`src/rtl/wir_pkg.sv`:
```
// Shared definitions for the IEEE 1500 wrapper instruction register:
// opcodes, capture pattern and the decoded mode-bit bundle.
package wir_pkg;

    localparam logic [2:0] OP_WS_BYPASS = 3'd0;
    localparam logic [2:0] OP_WS_EXTEST = 3'd1;
    localparam logic [2:0] OP_WS_INTEST = 3'd2;
    localparam logic [2:0] OP_WP_EXTEST = 3'd3;
    localparam logic [2:0] OP_WS_SCAN   = 3'd4;
    localparam logic [2:0] OP_WP_SCAN   = 3'd5;
    localparam logic [2:0] OP_WS_MBIST  = 3'd6;
    localparam logic [2:0] OP_WS_CLAMP  = 3'd7;

    // Low bits loaded into the shift stage on capture; upper bits are zero.
    localparam logic [1:0] WIR_CAPTURE_LSBS = 2'b01;

    typedef struct packed {
        logic extest;
        logic intest;
        logic wpc;
        logic scanmode;
        logic mbistmode;
        logic bus_disable;
        logic wbr_concat;
        logic wpp_bypass;
        logic clamp;
    } wir_mode_t;

endpackage

```
`src/rtl/wir_decode.sv`:
```
// Combinational opcode decode; undefined opcodes fall back to WS_BYPASS
// with the illegal flag raised.
module wir_decode
    import wir_pkg::*;
#(
    parameter int IR_WIDTH = 4
) (
    input  logic [IR_WIDTH-1:0] i_op,
    output wir_mode_t           o_mode,
    output logic                o_illegal
);

    logic [2:0] w_sel;

    always_comb begin
        o_illegal = |i_op[IR_WIDTH-1:3];
        w_sel     = o_illegal ? OP_WS_BYPASS : i_op[2:0];
        o_mode    = '0;
        case (w_sel)
            OP_WS_BYPASS: o_mode.wpp_bypass = 1'b1;
            OP_WS_EXTEST: o_mode.extest = 1'b1;
            OP_WS_INTEST: o_mode.intest = 1'b1;
            OP_WP_EXTEST: begin
                o_mode.extest = 1'b1;
                o_mode.wpc    = 1'b1;
            end
            OP_WS_SCAN: begin
                o_mode.scanmode   = 1'b1;
                o_mode.wbr_concat = 1'b1;
            end
            OP_WP_SCAN: begin
                o_mode.scanmode   = 1'b1;
                o_mode.wbr_concat = 1'b1;
                o_mode.wpc        = 1'b1;
            end
            OP_WS_MBIST: begin
                o_mode.mbistmode   = 1'b1;
                o_mode.bus_disable = 1'b1;
            end
            OP_WS_CLAMP: begin
                o_mode.extest      = 1'b1;
                o_mode.bus_disable = 1'b1;
                o_mode.wpp_bypass  = 1'b1;
                o_mode.clamp       = 1'b1;
            end
        endcase
    end

endmodule

```
`src/rtl/wir_controller.sv`:
```
// IEEE 1500 WIR with shift/update stages, WBY bypass bit, strobe gating,
// wrapper cell / scan control generation and WSO steering.
module wir_controller
    import wir_pkg::*;
#(
    parameter int                   IR_WIDTH = 4,
    parameter logic [IR_WIDTH-1:0]  RESET_OP = '0
) (
    input  logic                WRCK,
    input  logic                WRST,
    input  logic                SelectWIR,
    input  logic                ShiftWR,
    input  logic                CaptureWR,
    input  logic                UpdateWR,
    input  logic                WSI,
    input  logic                WPSE,
    input  logic                wbr_so,
    output logic                WSO,
    output logic [IR_WIDTH-1:0] wir_op,
    output logic                wir_capture,
    output logic                wir_shift,
    output logic                wir_update,
    output logic                wby_shift,
    output logic                extest,
    output logic                scanmode,
    output logic                mbistmode,
    output logic                bus_disable,
    output logic                wbr_concat,
    output logic                wpp_bypass,
    output logic                wpc,
    output logic                hold_inputs,
    output logic                hold_outputs,
    output logic                se,
    output logic                wse_inputs,
    output logic                wse_outputs,
    output logic                illegal_op
);

    localparam logic [IR_WIDTH-1:0] CAP_PAT = {{(IR_WIDTH-2){1'b0}}, WIR_CAPTURE_LSBS};

    logic [IR_WIDTH-1:0] r_shift;
    logic [IR_WIDTH-1:0] r_update;
    logic                r_wby;
    wir_mode_t           w_mode;
    logic                w_wby_capture;
    logic                w_m1;
    logic                w_m4;

    assign wir_capture   = SelectWIR & CaptureWR;
    assign wir_shift     = SelectWIR & ShiftWR;
    assign wir_update    = SelectWIR & UpdateWR;
    assign wby_shift     = ~SelectWIR & ShiftWR;
    assign w_wby_capture = ~SelectWIR & CaptureWR;

    always_ff @(posedge WRCK) begin
        if (WRST) begin
            r_shift  <= CAP_PAT;
            r_update <= RESET_OP;
            r_wby    <= 1'b0;
        end else begin
            if (wir_capture)
                r_shift <= CAP_PAT;
            else if (wir_shift)
                r_shift <= {WSI, r_shift[IR_WIDTH-1:1]};
            if (wir_update)
                r_update <= r_shift;
            if (w_wby_capture)
                r_wby <= 1'b0;
            else if (wby_shift)
                r_wby <= WSI;
        end
    end

    wir_decode #(.IR_WIDTH(IR_WIDTH)) u_decode (
        .i_op      (r_update),
        .o_mode    (w_mode),
        .o_illegal (illegal_op)
    );

    assign wir_op      = r_update;
    assign extest      = w_mode.extest;
    assign scanmode    = w_mode.scanmode;
    assign mbistmode   = w_mode.mbistmode;
    assign bus_disable = w_mode.bus_disable;
    assign wbr_concat  = w_mode.wbr_concat;
    assign wpp_bypass  = w_mode.wpp_bypass;
    assign wpc         = w_mode.wpc;

    assign WSO = SelectWIR ? r_shift[0] : (w_mode.wpp_bypass ? r_wby : wbr_so);

    // Parallel-port instructions hand cell control to WPSE instead of WSC strobes.
    assign w_m1 = w_mode.wpc ? WPSE : ~CaptureWR;
    assign w_m4 = w_mode.wpc ? WPSE : wby_shift;

    assign hold_outputs = w_mode.clamp | (w_mode.intest & w_m1);
    assign hold_inputs  = w_mode.clamp | (w_mode.extest & w_m1);
    assign se           = w_m4 & ~w_mode.extest & (w_mode.scanmode | w_mode.intest);
    assign wse_outputs  = (w_m4 | ~w_mode.extest) & (w_mode.scanmode | w_mode.extest);
    assign wse_inputs   = wse_outputs;

endmodule

```
`config.mk`:
```
export PLATFORM = sky130hd
export DESIGN_NAME = wir_controller
export DESIGN_NICKNAME = d
export VERILOG_FILES = /design/src/rtl/wir_pkg.sv /design/src/rtl/wir_decode.sv /design/src/rtl/wir_controller.sv
export SDC_FILE = /design/constraint.sdc
export NUM_CORES = 1
export LEC_CHECK = 0
export ABC_CLOCK_PERIOD_IN_PS = 2650
export CAP_MARGIN = 25
export CORE_AREA = 2 2 46 48
export CTS_CLUSTER_SIZE = 25
export DETAILED_ROUTE_END_ITERATION = 6
export DIE_AREA = 0 0 48 50
export SYNTH_ARGS = -nofsm -noshare
export SYNTH_HDL_FRONTEND = slang
export SYNTH_HIERARCHICAL = 1
export SYNTH_SLANG_ARGS = --single-unit
```
`constraint.sdc`:
```
create_clock -name WRCK -period 2.65 [get_ports WRCK]
set_input_delay 0.3975 -clock WRCK [delete_from_list [all_inputs] [get_ports WRCK]]
set_output_delay 0.3975 -clock WRCK [all_outputs]
set_load 0.02 [all_outputs]
```
==> out/metrics.yaml <==
run_status:
  status: "completed"
place:
  io_buffers: 30
  place_hpwl_um: 1140
  gp_congestion: 0.777
die:
  pin_count: 31
  coreArea_sq_um: 1900
  die_area_sq_um: 2400
  fp.dieH_um: 50
  die_x_um: 48
  rows: 16
  initial_core_util_pct: 28.4
timing:
  setup_viol: 0
  max_freq_ghz: 0.404
  finalMaxSlewViolations: 0
  rsz0062_at_grt: "true"
  finalCriticalPeriod_ns: 2.47
  fin_crit_sh_pct: 93.4
  fin_tns_setup_ns: 0
  hold_viol: 0
  finClkSkew_ns: 0.0113
  whs_ns: 0.478
  worst_slew_pin_slew_ns: 0.407
  slew_headroom_pct: 72.6
cts:
  clk_latency_ns: 0.26
  clk_pin_slew_ns: 0.07
  htree_levels: 1
  cts_root_buf: "clkbuf_4"
  cts.sinks: 9
  cts_tree: "yes"
  cts_max_path_buffers: 2
  cts_buffers: 3
pwr:
  power_leakage_nw: 0.346
  power_switching_w: 0.0000888
  switching_share_pct: 27.3
  peakVddDrop_mv: 0.226
  p_int_w: 0.000236
  seqPwrFrac_pct: 43.7
  power_w: 0.000325
  combPwrFrac_pct: 24.0
  pwr_density_cell_nw_per_um2: 367
  p_clk_share_pct: 32.3
yosys:
  ys_top_cells_by_area: "dfxtp_1, a21oi_1, nand2_1, nand3_1, buf_4"
  yosys.area.top_type: "dfxtp_1"
  syn_nets: 83
  synth_top_area_share_pct: 33.3
  ys_seq_area_share_pct: 33.3
  avgSynthCellArea_sq_um: 7.30
  synthCells: 74
  synth_area_sq_um: 541
  ys_ff_latch: 9
  ys_warn_count: 6
  synth_cell_types: 26
min_path:
  hold_end: "r_shift[2]"
  holdCritStartpoint: "r_shift[2]"
  min_path_type: "reg2reg"
  hold_depth: 2
cells_and_area:
  diodes: 0
  drive_above_1_share_pct: 8.57
  utilization_pct: 46.5
  most-common-layout-cells: "clkdlybuf4s50_1, nand2_1, a21oi_1, dfxtp_1, nand3_1"
  mostFrequentLayoutCell: "clkdlybuf4s50_1"
  area_growth_pct: 63.7
  nets: 115
critical_path:
  critPathTopFamily: "buffers and inverters"
  path_buf_inv: 1
  critPathCaptureType: "primary output"
  cpPeakStageDelay_ns: 0.63
  worstPathCellList: "nand2b_1 -> nor2_1 -> mux2i_1 -> a21oi_1 -> clkdlybuf4s50_1"
  reg2regPathDepth: 2
  arrival_ns: 2.08
  crit_type: "reg2out"
  rrSetupSlack_ns: 1.86
  path_max_fanout: 9
  cp_slowest_cell: "clkdlybuf4s50_1"
  cp.depth: 5
  start_kind: "flip-flop"
  r2r_start: "wir_op[2]"
  r2r_end: "wir_op[2]"
  crit_required_ns: 2.25
drt:
  postRouteAntennaNets: 0
  vias: 617
  wl_per_cell_um: 10.8
  wirelength_um: 1420
  via_per_inst: 4.67
  drc: 0
  drtIter0Drc: 9
  firstDrtPassIters: 5
grt:
  grt_max_degree: 14
  grt_pass1_vias: 574
  overflow: 0
  antenna_found_initial: 0
  grt_pass1_wl_um: 2330
  grt_usage_pct: 13.0
job:
  cap_violations: 0
## metal layers
metal	GRT usage (%)	vias up	wire, um
li1	-	315	-
met5	0	-	0
met2	21.8	33	639
met3	2.56	0	134
met4	4.05	0	0
met1	15.9	269	647
## registers in the layout (all words and copies together) (netlist names)
name	cells
r_wby	1
r_shift	4
wir_op	4
## what timing repair did
action / in CTS / in global routing
endpoints found under the hold margin: 0 / 0
gates resized for setup: 0 / 2
hold buffers: 0 / 0
buffers inserted: 0 / 0
setup endpoints to repair: 0 / 4
## cells by family after synthesis
group,share of synthesized area [%]
xor gates and xnor gates,1.62
buffers and inverters,9.26
muxes,3.70
AOI/OAI and AO/OA,16.4
and+or+nand+nor,35.7
DFF,33.3
## worst reg2reg max path: stages (launching register included)
cell	delay (ns)
dfxtp_1	0.48
nand2_1	0.08
a21oi_1	0.15
## synth_stat cells, drive strengths merged
library cell,n
a21o,2
mux2i,2
inv,3
nor3b,2
xnor2,1
nand2b,1
and2b,1
nand3b,1
or3,1
and3,1
nor2,5
o21ai,3
nor4,1
nand3,7
nor3,3
nand2,12
buf,5
dfxtp,9
a211o,1
and2,2
or2,1
a21oi,10
## power by group through the flow
stage	sequential (W)	combinational, W	clock (W)
final	0.000142	0.0000780	0.000105
after global routing	0.000143	0.0000838	0.000118
after CTS	0.000142	0.0000787	0.000108
after detailed placement	0.000145	0.0000784	0
after global placement	0.000145	0.0000775	0
after floorplan	0.000146	0.0000365	0
## cell type report
type                    count  area [sq um]
fillers                   195          1020
repair buffers             32           318
multi-input cells          57           315
flip-flops and latches      9           180
well taps                  27          33.8
clock buffers               4          26.3
inverters                   3          11.3
## per-stage QoR
stage / cell area (sq um) / cells / setup WS, ns
floorplan: 541 / 74 / 0.0962
global placement: 851 / 128 / 0.286
detailed placement: 851 / 128 / 0.243
CTS: 877 / 132 / 0.0628
global route: 885 / 132 / -0.0171
finish: 885 / 132 / 0.175
## worst max path at each step
stage	slack [ns]	from	endpoint
2_1_floorplan	0.1	wir_op[2]	wse_outputs
3_3_place_gp	0.29	SelectWIR	se
3_5_place_dp	0.24	SelectWIR	wse_inputs
4_1_cts	0.06	wir_op[1]	WSO
5_1_grt	-0.02	wir_op[1]	wse_inputs
6_report	0.18	wir_op[3]	wse_inputs
No activity file was read; power rests on OpenSTA's default activity.
